File: config.mk
export PLATFORM = sky130hd
export DESIGN_NAME = blink_pattern_seq_flat
export DESIGN_NICKNAME = d
export VERILOG_FILES = /design/src/rtl/blink_pattern_seq_pkg.sv /design/src/rtl/blink_pattern_seq_if.sv /design/src/rtl/blink_pattern_seq_shreg.sv /design/src/rtl/blink_pattern_seq.sv /design/src/flat_wrapper.sv
export SDC_FILE = /design/constraint.sdc
export NUM_CORES = 1
export LEC_CHECK = 0
export ABC_AREA = 1
export CAP_MARGIN = 20
export CELL_PAD_IN_SITES_DETAIL_PLACEMENT = 0
export CELL_PAD_IN_SITES_GLOBAL_PLACEMENT = 1
export CORE_MARGIN = 2
export CORE_UTILIZATION = 41
export DETAILED_ROUTE_END_ITERATION = 8
export MAX_ROUTING_LAYER = met4
export PLACE_DENSITY_LB_ADDON = 0.1
export SYNTH_ARGS = -nofsm -noshare
export SYNTH_HDL_FRONTEND = slang
export SYNTH_SLANG_ARGS = --single-unit
File: constraint.sdc
create_clock -name clk -period 4.25 [get_ports clk]
set_input_delay 0.85 -clock clk [delete_from_list [all_inputs] [get_ports clk]]
set_output_delay 0.85 -clock clk [all_outputs]
set_load 0.05 [all_outputs]
File: src/rtl/blink_pattern_seq_pkg.sv
// Shared types and sizing helpers for the blink pattern sequencer.
// Holds the FSM state encoding and the default pattern/repeat widths.
package blink_pkg;

  typedef enum logic [1:0] {
    IDLE = 2'd0,
    SYNC = 2'd1,
    RUN  = 2'd2
  } seq_state_t;

  localparam int PBITS_DEF = 16;
  localparam int RBITS_DEF = 4;

  // Width of the pattern length/index fields for a given capacity.
  function automatic int len_bits(input int pbits);
    return (pbits <= 2) ? 1 : $clog2(pbits);
  endfunction

endpackage

File: src/rtl/blink_pattern_seq_if.sv
// Pattern-load handshake bundle: valid/ready plus pattern data, length and repeat.
// The source drives the master modport; the sequencer receives it on the slave modport.
interface blink_pattern_seq_if #(
  parameter int PBITS = blink_pkg::PBITS_DEF,
  parameter int RBITS = blink_pkg::RBITS_DEF
);
  import blink_pkg::*;

  localparam int LBITS = len_bits(PBITS);

  logic             pat_valid;
  logic             pat_ready;
  logic [PBITS-1:0] pat_data;
  logic [LBITS-1:0] pat_len;
  logic [RBITS-1:0] pat_rep;

  modport master (
    output pat_valid,
    output pat_data,
    output pat_len,
    output pat_rep,
    input  pat_ready
  );

  modport slave (
    input  pat_valid,
    input  pat_data,
    input  pat_len,
    input  pat_rep,
    output pat_ready
  );

endinterface

File: src/rtl/blink_pattern_seq_shreg.sv
// Pattern storage and bit selector for the blink sequencer.
// o_bit is the bit the LED should show after the step requested this cycle.
module blink_pattern_shreg #(
  parameter int PBITS = 16,
  parameter int LBITS = 4
) (
  input  logic             clk,
  input  logic             rst_n,
  input  logic             i_load,
  input  logic [PBITS-1:0] i_data,
  input  logic             i_advance,
  input  logic             i_rewind,
  output logic             o_bit,
  output logic [LBITS-1:0] o_idx
);

  logic [PBITS-1:0] r_pat;
  logic [LBITS-1:0] r_idx;
  logic [LBITS-1:0] w_idx_inc;

  assign w_idx_inc = r_idx + LBITS'(1);
  assign o_idx     = r_idx;

  always_ff @(posedge clk or negedge rst_n) begin
    if (!rst_n) begin
      r_pat <= '0;
      r_idx <= '0;
    end else if (i_load) begin
      r_pat <= i_data;
      r_idx <= '0;
    end else if (i_rewind) begin
      r_idx <= '0;
    end else if (i_advance) begin
      r_idx <= w_idx_inc;
    end
  end

  // Look ahead so the registered LED lands on the new bit at the same edge.
  always_comb begin
    o_bit = r_pat[r_idx];
    if (i_rewind) begin
      o_bit = r_pat[0];
    end else if (i_advance) begin
      o_bit = r_pat[w_idx_inc];
    end
  end

endmodule

File: src/rtl/blink_pattern_seq.sv
// Replays a loaded LED bit pattern, one bit per blinker strobe, with repeats.
// Optional macro BLINK_PATTERN_SEQ_STATS_EN adds the saturating 'plays' counter.
module blink_pattern_seq
  import blink_pkg::*;
#(
  parameter int PBITS = PBITS_DEF,
  parameter int RBITS = RBITS_DEF
) (
  input  logic                clk,
  input  logic                rst_n,
  input  logic                tick,
  input  logic                abort,
  blink_pattern_seq_if.slave  pat,
  output logic                led,
  output logic                busy,
  output logic                done
`ifdef BLINK_PATTERN_SEQ_STATS_EN
  ,
  output logic [7:0]          plays
`endif
);

  localparam int LBITS = len_bits(PBITS);

  seq_state_t       r_state;
  seq_state_t       w_state_nxt;
  logic             r_led;
  logic             w_led_nxt;
  logic             r_done;
  logic             w_done_nxt;
  logic [LBITS-1:0] r_len;
  logic [LBITS-1:0] w_len_nxt;
  logic [RBITS-1:0] r_rep;
  logic [RBITS-1:0] w_rep_nxt;

  logic             w_accept;
  logic             w_step;
  logic             w_at_end;
  logic             w_adv;
  logic             w_rew;
  logic             w_bit;
  logic [LBITS-1:0] w_idx;

  assign pat.pat_ready = (r_state == IDLE) && !abort;
  assign w_accept      = pat.pat_valid && pat.pat_ready;
  assign w_step        = tick && !abort;
  assign w_at_end      = (w_idx == r_len);
  assign w_adv         = (r_state == RUN) && w_step && !w_at_end;
  assign w_rew         = (r_state == RUN) && w_step && w_at_end && (r_rep != '0);

  assign led  = r_led;
  assign done = r_done;
  assign busy = (r_state == SYNC) || (r_state == RUN);

  blink_pattern_shreg #(
    .PBITS (PBITS),
    .LBITS (LBITS)
  ) u_shreg (
    .clk       (clk),
    .rst_n     (rst_n),
    .i_load    (w_accept),
    .i_data    (pat.pat_data),
    .i_advance (w_adv),
    .i_rewind  (w_rew),
    .o_bit     (w_bit),
    .o_idx     (w_idx)
  );

  always_ff @(posedge clk or negedge rst_n) begin
    if (!rst_n) begin
      r_state <= IDLE;
      r_led   <= 1'b0;
      r_done  <= 1'b0;
      r_len   <= '0;
      r_rep   <= '0;
    end else begin
      r_state <= w_state_nxt;
      r_led   <= w_led_nxt;
      r_done  <= w_done_nxt;
      r_len   <= w_len_nxt;
      r_rep   <= w_rep_nxt;
    end
  end

  always_comb begin
    w_state_nxt = r_state;
    w_led_nxt   = r_led;
    w_done_nxt  = 1'b0;
    w_len_nxt   = r_len;
    w_rep_nxt   = r_rep;
    case (r_state)
      IDLE: begin
        w_led_nxt = 1'b0;
        if (w_accept) begin
          w_len_nxt   = pat.pat_len;
          w_rep_nxt   = pat.pat_rep;
          w_state_nxt = SYNC;
        end
      end
      SYNC: begin
        if (abort) begin
          w_state_nxt = IDLE;
          w_led_nxt   = 1'b0;
        end else if (tick) begin
          w_state_nxt = RUN;
          w_led_nxt   = w_bit;
        end
      end
      RUN: begin
        if (abort) begin
          w_state_nxt = IDLE;
          w_led_nxt   = 1'b0;
        end else if (tick) begin
          if (!w_at_end) begin
            w_led_nxt = w_bit;
          end else if (r_rep != '0) begin
            w_rep_nxt = r_rep - RBITS'(1);
            w_led_nxt = w_bit;
          end else begin
            w_state_nxt = IDLE;
            w_led_nxt   = 1'b0;
            w_done_nxt  = 1'b1;
          end
        end
      end
      default: begin
        w_state_nxt = IDLE;
        w_led_nxt   = 1'b0;
      end
    endcase
  end

`ifdef BLINK_PATTERN_SEQ_STATS_EN
  logic [7:0] r_plays;

  assign plays = r_plays;

  always_ff @(posedge clk or negedge rst_n) begin
    if (!rst_n) begin
      r_plays <= 8'd0;
    end else if (w_done_nxt && (r_plays != 8'hFF)) begin
      r_plays <= r_plays + 8'd1;
    end
  end
`endif

endmodule

File: src/flat_wrapper.sv
// flat-port wrapper written by rule: the top's interface ports become plain ports
module blink_pattern_seq_flat import blink_pkg::*;
#(
  parameter int PBITS = PBITS_DEF,
  parameter int RBITS = RBITS_DEF
)
  (clk, rst_n, tick, abort, led, busy, done, pat_pat_valid, pat_pat_data, pat_pat_len, pat_pat_rep, pat_pat_ready);
  blink_pattern_seq_if #(.PBITS(PBITS), .RBITS(RBITS)) pat_i ();
  input  logic clk;
  input  logic rst_n;
  input  logic tick;
  input  logic abort;
  output logic led;
  output logic busy;
  output logic done;
  input wire logic [$bits(pat_i.pat_valid)-1:0] pat_pat_valid;
  input wire logic [$bits(pat_i.pat_data)-1:0] pat_pat_data;
  input wire logic [$bits(pat_i.pat_len)-1:0] pat_pat_len;
  input wire logic [$bits(pat_i.pat_rep)-1:0] pat_pat_rep;
  output wire logic [$bits(pat_i.pat_ready)-1:0] pat_pat_ready;
  assign pat_i.pat_valid = pat_pat_valid;
  assign pat_i.pat_data = pat_pat_data;
  assign pat_i.pat_len = pat_pat_len;
  assign pat_i.pat_rep = pat_pat_rep;
  assign pat_pat_ready = pat_i.pat_ready;
  blink_pattern_seq #(.PBITS(PBITS), .RBITS(RBITS)) u_core (.clk(clk), .rst_n(rst_n), .tick(tick), .abort(abort), .pat(pat_i), .led(led), .busy(busy), .done(done));
endmodule
### Word level (Yosys, flattened, before mapping)

Index checks and enable logic that the tools add are counted.

* bits in registers: 32
* output and inout port bits: 4
* word-level logic and storage cells: 76

* $add $sub $neg: 2
* order comparisons: 2
* eq/ne operators: 12
* muxes and demuxes: 35
* reductions and logical operators: 18

Operators with widths (number)
* $mux 4: 8
* $mux 1: 15
* $mux 2: 7
* $lt 4x5->1 const B: 2
* $ne 3x3->1 const B: 3
* $bmux 1 s4: 2
* $ne 2x2->1 const B: 4
* $pmux 4 s2: 1
* $logic_and 1x1->1: 7
* $pmux 2 s3: 1
* $reduce_and 6->1: 1
* $reduce_and 5->1: 1
* $add 4x1->4 const B: 1
* $eq 4x4->1: 1
* $reduce_and 2->1: 2
* $reduce_bool 4->1: 1
* $sub 4x1->4 const B: 1
* $ne 3x2->1 const B: 1
* $reduce_bool 3->1: 1
* $eq 2x1->1 const B: 1
* $eq 2x2->1 const B: 1
* $logic_not 1->1: 2
* $logic_not 2->1: 1
* $ne 2x1->1 const B: 1
* 3 further kinds: 3

### Depth between registers and ports, before layout

Gate-level depths: netlist of the first run.

* word-level depth: 11
* gate-level depth with buffers: 12
* mapped depth without buffers: 12

### Cells and area by module

A second synthesis of the first run with hierarchy kept.

* cell total of the unflattened synthesis: 290
* area, all modules: 2029.4 um^2

Modules (own cells, without submodules)
* blink_pattern_shreg: times used 1, cells each 168, area each 1179.9 um^2, seq. area each 500.5 um^2
* blink_pattern_seq: times used 1, cells each 122, area each 849.6 um^2, seq. area each 300.3 um^2

### Worst setup path before layout of the first run

Ideal clock, no wire load.

* path type: in2out
* from: input abort
* to: output pat_pat_ready
* data arrival time: 1.532 ns
* data required time: 3.400 ns
* path slack: 1.868 ns
* cell stages on the path: 1
* buffers on the path: 0
* cells stage by stage: nor2_1

* cells in the longest elaborated chain, start to end: 2

Ends and longest elaborated chain
* from (decl): RTL line flat_wrapper.sv:12 `input logic abort;`
* $logic_not 1->1: RTL line blink_pattern_seq.sv:44 `assign pat.pat_ready = (r_state == IDLE) && !abort;`
* $logic_and 1x1->1: RTL line blink_pattern_seq.sv:44
* to (decl): RTL line flat_wrapper.sv:20 `output wire logic [$bits(pat_i.pat_ready)-1:0] pat_pat_ready;`

Every way passes these cells.

### Worst setup path in the final report of the first run

Same ends and word-level chain as after synthesis.

==> impl_metrics.toml, run 1 <==
[worst_setup_path]
critPathBufInv = 2
worstPathMaxFanout = 4
cp.required_ps = 3400
worstPathCellList = "clkdlybuf4s50_1, nor2_1, clkdlybuf4s50_1"
rrSetupSlack_ps = 2190
slowest_delay_ps = 820
r2r_cells = 10
critPathCaptureType = "primary output"
crit_type = "input port to primary output"
arrival_ps = 2400
start_kind = "input port"
crit_family = "buffers and inverters"
cpMaxStageDelayCell = "clkdlybuf4s50_1"
cpMostUsedCell = "clkdlybuf4s50_1"
cp.depth = 3

[floorplanning]
rows = 25
core_area_mm2 = 0.00466
die-area_mm2 = 0.00537
die_h_um = 73.3
die_x_um = 73.3
io_pins = 33
start_util_pct = 42.2

[placement]
gp_congestion = 0.843
io_buffers = 32
place_hpwl_um = 3020
placed_area_mm2 = 0.00232

[global_routing]
grt_overflow = 0
grtUsageTotal_pct = 18.7
grt_first_pass_wirelength_um = 7400
grt_pass1_vias = 1647
grt_max_degree = 39
antenna_found_initial = 0

[power_and_ir_drop]
p_clk_share_pct = 17.7
irDropWorstVdd_mv = 0.349
netSwitchingFraction_pct = 41.4
power_frac_comb_pct = 47.7
internal-power_uw = 833
power.density_mw_per_mm2 = 588
total_power_mw = 1.42
power.leakage_nw = 1.21
pwr-share-seq_pct = 34.6
p_switching_uw = 588

[drt]
drtPass1Iterations = 4
vias_per_cell = 4.80
detail_route.wirelength_um = 4150
drc = 0
avgRoutedWirePerCell_um = 12.0
via_count = 1655
drt_iter0_drc = 92
detail-route-antenna-nets = 0

[cts]
cts_setup_buffers = 0
cts_tree = "built"
cts_resized = 0
cts_root_buffer = "clkbuf_8"
clock_tree.buffer_depth = 2
path_clk_slew_ps = 60
insertion_delay_ps = 280
hold_buffers = 0
htreeDepth = 2
cts_num_sinks = 32
cts-buffers-inserted = 5

[synthesis]
syn_area_per_cell_um2 = 7.59
syn_nets = 294
synth_edf_count = 0
netlist_area_mm2 = 0.00197
async_flop_share_pct = 100
synthCells = 259
synth_seq_area_share_pct = 40.7
yosysUniqueCellTypes = 30
ys_ff_latch = 32
synth.yosys.warnings = 0
synth_ff_type = "dfrtp_1"

[sta]
fmax_mhz = 308
period_share_pct = 76.4
hold_viol_final = 0
finalSetupTns_ps = 0
worstMarginPinSlew_ps = 717
timing.final.crit_period_ps = 3250
slew_violations = 0
setup-violations-final = 0
maxSlewHeadroom_pct = 52.2
rsz0062_at_grt = "no"
fin_worst_skew_ps = 3.40

[cells_and_area]
drive_gt1_share_pct = 9.62
nets = 326
synthToLayoutAreaGrowth_pct = 22.8
final_area_mm2 = 0.00241
num_antenna_cells = 0

[job]
max_cap_violations = 0

[worst_hold_path]
whs_path_depth = 2
min_path_type = "flop to flop"

[status]
status = "completed"
## through the flow
stage | setup slack [ps] | hold WS (ps) | util, % | std cells
after CTS | 998 | 486 | 51.8 | 345
after global routing | 909 | 505 | 51.8 | 345
final | 1000 | 480 | 51.8 | 345
after floorplan | 1870 | 455 | - | 259
after detailed placement | 1010 | 471 | 49.7 | 338
after global placement | 1010 | 469 | 49.7 | 338
## worst paths after layout
| path | from | endpoint |
|---|---|---|
| max in group asynchronous | rst_n | u_core.u_shreg.r_pat[11] |
| min in group asynchronous | rst_n | u_core.r_rep[3] |
| min | u_core.r_rep[3] | u_core.r_rep[3] |
| max reg2reg | u_core.u_shreg.o_idx[0] | u_core.led |
| max | abort | pat_pat_ready |
| min reg2reg | u_core.r_rep[3] | u_core.r_rep[3] |
## placed cells by master, fill, tap and decap left out, types with 2 or more instances in the layout
cell type        count
o21ai_0              4
nor2_2               2
inv_1               31
xor2_1               6
buf_4                2
o21ai_2              2
ha_1                 6
dfrtp_1             32
inv_2                2
mux2_2               3
nand3_1             37
nand2_4              3
clkdlybuf4s50_1     32
a21oi_1             22
nand2_1             65
nor2_1              21
a21oi_2              2
clkbuf_8             7
## cell type report
class                      count  area [µm²]
inverter                      35         134
fill                         480        2250
clock buffer                   7        96.3
multi-input combinational    183         981
timing repair buffer          34         335
sequential                    32         801
tap                           54        67.6
## per-layer routing
metal  GRT usage [%]  wire (µm)  vias up
met3            4.12        171        8
li1                -          -      881
met2            30.4       1930       30
met4            7.41         78        0
met5               -          0        -
met1            22.5       1970      736
## worst register-to-register path: cells and delay by family, from the launching register on
kind,cells,cell delay [ps]
and+or+nand+nor,7,510
DFF,1,640
buffers and inverters,1,130
adders and majority gates,1,550
AOI/OAI and AO/OA,1,120
## sequential cells by signal (all words and copies together), names as in the netlist
| register | cells |
|---|---|
| u_core.u_shreg.r_pat | 16 |
| u_core.r_len | 4 |
| u_core.r_rep | 4 |
| u_core.u_shreg.o_idx | 4 |
| u_core.r_state | 2 |
| u_core.done | 1 |
| u_core.led | 1 |
## cell usage after synthesis (3+ instances only)
master | instances | area share [%]
dfrtp_1 | 32 | 41
nand2_1 | 65 | 12
buf_2 | 5 | 1.3
buf_4 | 3 | 1.1
nand2_4 | 3 | 1.7
mux2_2 | 3 | 1.7
ha_1 | 6 | 3.8
a21oi_1 | 22 | 5.6
xor2_1 | 6 | 2.7
nand3_1 | 37 | 9.4
nor2_1 | 21 | 4.0
inv_1 | 31 | 5.9
o21ai_0 | 4 | 1.0
## logic make-up after synthesis
group                      share of synthesized area [%]
DFF                                                 40.7
buffers and inverters                               9.41
and+or+nand+nor                                     30.5
AOI/OAI and AO/OA                                   10.2
xor gates and xnor gates                            3.12
muxes                                               2.23
adders and majority gates                           3.82
## power by group through the flow
stage / clock network [mW] / registers (mW) / logic [mW]
after floorplan: 0 / 0.485 / 0.539
after global placement: 0 / 0.495 / 0.681
after detailed placement: 0 / 0.498 / 0.684
after CTS: 0.264 / 0.493 / 0.688
after global routing: 0.271 / 0.509 / 0.786
final: 0.251 / 0.491 / 0.677
Note: power is estimated with default switching activity, not from simulation.
==> run 2: changes to the inputs <==
Settings changed: CORE_UTILIZATION 41 to 35.
Clock period 4.25 ns to 2.61 ns, I/O delays scaled along.
==> run 2 against run 1 <==
Compared with the run above: design area up 1.0%; worst setup slack worse by 730 ps; final cell count up 4.9%; clock-buffer cell count down 2; die area up 16%; wire length up 4.7%; register-to-register slack worse by 1500 ps; sequential power up 61%; sequential share of layout area down 0.34 points; combinational power up 68%; critical path type is now flop to primary output; critical endpoint is now busy; largest cell class unchanged.
==> impl_metrics.toml, run 2 (synthesized netlist as in run 1, its figures left out) <==
[cts]
insertion_delay_ps = 280
cts-buffers-inserted = 5
cts_num_sinks = 32
clock_tree.buffer_depth = 2
cts_setup_buffers = 0
cts_tree = "built"
cts_root_buffer = "clkbuf_8"
cts_resized = 0
path_clk_slew_ps = 60
hold_buffers = 0
htreeDepth = 2

[sta]
worstMarginPinSlew_ps = 493
timing.hold.ws_ps = 484
setup-violations-final = 0
timing.final.crit_period_ps = 2330
fin_worst_skew_ps = 4.59
period_share_pct = 89.4
maxSlewHeadroom_pct = 67.1
fmax_mhz = 429
finalSetupTns_ps = 0
hold_viol_final = 0
worst_slack_ps = 277
rsz0062_at_grt = "no"
slew_violations = 0

[drt]
drtPass1Iterations = 4
detail-route-antenna-nets = 0
drt_iter0_drc = 51
via_count = 1674
drc = 0
detail_route.wirelength_um = 4350
vias_per_cell = 4.62
avgRoutedWirePerCell_um = 12.0

[power_and_ir_drop]
p_clk_share_pct = 15.0
p_switching_uw = 955
power.leakage_nw = 1.21
irDropWorstVdd_mv = 0.734
internal-power_mw = 1.32
total_power_mw = 2.27
netSwitchingFraction_pct = 42.1
power.density_mw_per_mm2 = 931
pwr-share-seq_pct = 34.9
power_frac_comb_pct = 50.2

[placement]
placed_area_mm2 = 0.00237
io_buffers = 32
placed_cells = 357
place_ws_ps = 412
gp_congestion = 0.841
place_hpwl_um = 3210

[global_routing]
grt_max_degree = 39
grt_overflow = 0
grt_pass1_vias = 1720
grtUsageTotal_pct = 16.1
grtUsageMet2_pct = 25.4
grtUsageMet1_pct = 20.0
grt_first_pass_wirelength_um = 7620
antenna_found_initial = 0
grt_use_met3_pct = 4.20
busiest_layer = "met2"

[worst_setup_path]
cp.required_ps = 2090
crit_type = "flop to primary output"
critPathCaptureType = "primary output"
arrival_ps = 1810
start_kind = "flop"
worstPathMaxFanout = 3

[cells_and_area]
num_antenna_cells = 0
synthToLayoutAreaGrowth_pct = 24.0
layout.cells.non_filler = 362
final_area_mm2 = 0.00244
final_core_util_pct = 44.6
final_cell_mix = "nand2_1, nand3_1, dfrtp_1"
largest_reg_flops = 16
regMostFlops = "u_core.u_shreg.r_pat"
fillCellCount = 592
final_common_cell = "nand2_1"
drive_gt1_share_pct = 9.66
nets = 327

[floorplanning]
die_h_um = 79.0
rows = 27
core_area_mm2 = 0.00547
start_util_pct = 35.9
io_pins = 33
die-area_mm2 = 0.00624
die_x_um = 79.0

[job]
max_cap_violations = 0

[status]
status = "completed"

[worst_hold_path]
min_path_type = "flop to flop"
## run 2: changes by cell type in the layout (fill, tap and decap cells not counted), sizes merged
cell	before	now
clkbuf	7	5
buf	2	4
clkdlybuf4s50	32	31
## run 2: path summary, 6_finish.rpt
check / startpoint / to / slack [ps] / cells after the start
max in group asynchronous: rst_n / u_core.u_shreg.o_idx[3] / 1670 / 2
worst min-delay path: u_core.led / u_core.led / 480 / 2
worst min register to register: u_core.led / u_core.led / 480 / 2
worst max register to register: u_core.r_state[0] / u_core.led / 710 / 11
worst max-delay path: u_core.r_state[1] / busy / 280 / 3
min in group asynchronous: rst_n / u_core.u_shreg.r_pat[5] / 650 / 2
## run 2: layer usage
layer	routed length [µm]	share of wire [%]
met5	0	0
met4	82	1.9
met3	197	4.5
met2	2050	47
met1	2020	46
## run 2: cell type report
class | count | area (µm²) | share of cell area, %
clock buffers | 5 | 68.8 | 2.82
inverters | 35 | 134 | 5.49
multi-input cells | 183 | 981 | 40.2
flip-flops and latches | 32 | 801 | 32.8
well taps | 72 | 90.1 | 3.69
repair buffers | 35 | 365 | 15.0
## run 2: power groups by stage
stage | registers, mW | logic, mW | clock network, mW
floorplan | 0.789 | 0.877 | 0
detailed placement | 0.802 | 1.16 | 0
CTS | 0.794 | 1.16 | 0.356
finish | 0.792 | 1.14 | 0.340
global route | 0.816 | 1.31 | 0.373
global placement | 0.797 | 1.15 | 0
## run 2: worst max-delay path, stage by stage (launching register included)
cell             delay [ps]
dfrtp_1                 350
inv_1                    80
ha_1                    300
clkdlybuf4s50_1         800
==> variant (config.mk and constraints of run 2) <==
Change the package constant `PBITS_DEF` from 16 to 32.
--- a/src/rtl/blink_pattern_seq_pkg.sv
+++ b/src/rtl/blink_pattern_seq_pkg.sv
@@ -9,5 +9,5 @@
   } seq_state_t;
 
-  localparam int PBITS_DEF = 16;
+  localparam int PBITS_DEF = 32;
   localparam int RBITS_DEF = 4;
 
Ports: changed (resized pat_pat_data and pat_pat_len); port bits go from 33 to 50. No check against the original RTL was run, so the function may have changed too.
==> variant against run 2 <==
  * Sequential power increased by 62%
  * Final area increased by 48%
  * Setup slack got worse by 0.046 ns
  * Sequential cell count increased by 18
  * Highest routed layer unchanged
  * Area after synthesis increased by 49%
  * Power increased by 64%
  * Die area increased by 46%
  * First-iteration DRC count increased by 80%
  * Routed wire length increased by 61%
==> variant: results (changes against run 2) <==
Synthesis:
- The post-synthesis area per instance is 7.12 um2 (-6.2%).
- Counting instances in the post-synthesis netlist gives the leading cell types as sky130_fd_sc_hd__nand2_1 (132), sky130_fd_sc_hd__inv_1 (53), sky130_fd_sc_hd__dfrtp_1 (50).
- The distinct cell type count of the synthesized netlist is 26 (-13%).
- By area the synthesized netlist is led by sky130_fd_sc_hd__dfrtp_1 (43%), sky130_fd_sc_hd__nand2_1 (17%), sky130_fd_sc_hd__nand3_1 (8.0%).
- The synthesized netlist net count was 463 (+57%).

Global route:
- The global routing usage summed across all routing layers came to 17.1% (+1.0 points).
- The maximum number of pins on one net before global-route repair was 73 (+87%).
- The first-pass GRT wire length is 11800 um (+54%).
- The via count of the first global-routing pass is 2405 (+40%).

Route:
- The routed via count divided by cell count is 4.67 (+0.89%).
- The aggregate routed wire length is 7010 um (+61%).
- The violation count after the first detailed-routing iteration is 92 (+80%).
- The via count of the routed design came to 2622 (+57%).

Clock network:
- The worst-skew pair later-pin latency came to 0.31 ns (+0.03 ns).

Placed design:
- The setup slack after placement is 0.512 ns (+0.100 ns).
- The total of buffers placed on input and output ports came to 49 (+53%).
- The final RePlAce weighted congestion came to 0.796 (-5.3%).
- The post-detailed-placement half-perimeter wirelength is 4890 um (+52%).

Cells and area:
- The number of nets in the final layout was 508 (+55%).
- The proportion of layout cells with a drive suffix above 1 was 5.91% (-3.7 points).
- The number of flip-flops under the largest register name came to 32 (+16).

Worst setup path:
- The worst path arrival time came to 1.86 ns (+0.05 ns).
- The most critical setup path has its startpoint at u_core.r_state[0].

Power and ir drop:
- The largest voltage drop on the vdd net is 322 uV (-56%).
- The leakage power figure came to 0.00170 uW (+40%).

Status:
- The flow ran to the end, and the final reports show no timing, DRC or antenna violations.

Timing:
- The worst-case clock skew was 0.00527 ns (+0.000684 ns).
variant: cell types whose count changed in the layout (fill, tap and decap cells not counted), moves of 10 or more:
cell                              change
sky130_fd_sc_hd__nand2_1             +67
sky130_fd_sc_hd__o21ai_0             +42
sky130_fd_sc_hd__inv_1               +22
sky130_fd_sc_hd__dfrtp_1             +18
sky130_fd_sc_hd__clkdlybuf4s50_1     +16
sky130_fd_sc_hd__nand3_1             +10
sky130_fd_sc_hd__o211ai_1            +10
variant: final timing paths:
path	cells past startpoint	endpoint	slack (ns)
min in group clk	2	u_core.led	0.51
max reg2reg	10	u_core.u_shreg.o_idx[1]	0.69
min reg2reg	2	u_core.led	0.51
max in group asynchronous	2	u_core.u_shreg.r_pat[19]	1.86
max	3	busy	0.23
min	2	u_core.u_shreg.r_pat[3]	0.32
variant: routing by layer:
layer	vias to the layer above	wire length [um]	GRT usage, %
met5	-	0	-
met4	0	86	4.64
met3	5	288	2.69
met2	47	3070	26.3
met1	1183	3560	23.6
li1	1387	-	-
variant: kinds of logic after synthesis:
kind of cell    after synthesis  share of synthesized area [%]
fa+ha+maj                     6                           2.57
simple gates                198                           28.0
xor+xnor                      5                           1.75
flops                        50                           42.8
compound gates               75                           14.2
buf+inv                      77                           10.6
variant: layout make-up:
| cell class | instances | area (um2) |
|---|---|---|
| repair buffers | 56 | 561 |
| inverters | 59 | 224 |
| clock buffers | 7 | 86.3 |
| well taps | 105 | 131 |
| fillers | 848 | 4550 |
| clock inverters | 1 | 5.00 |
| flip-flops and latches | 50 | 1250 |
| multi-input cells | 284 | 1360 |
variant: where the power goes:
part           total (uW)  internal, uW  switching [uW]
clock                 479           215             265
sequential           1280          1120             169
combinational        1970           733            1230
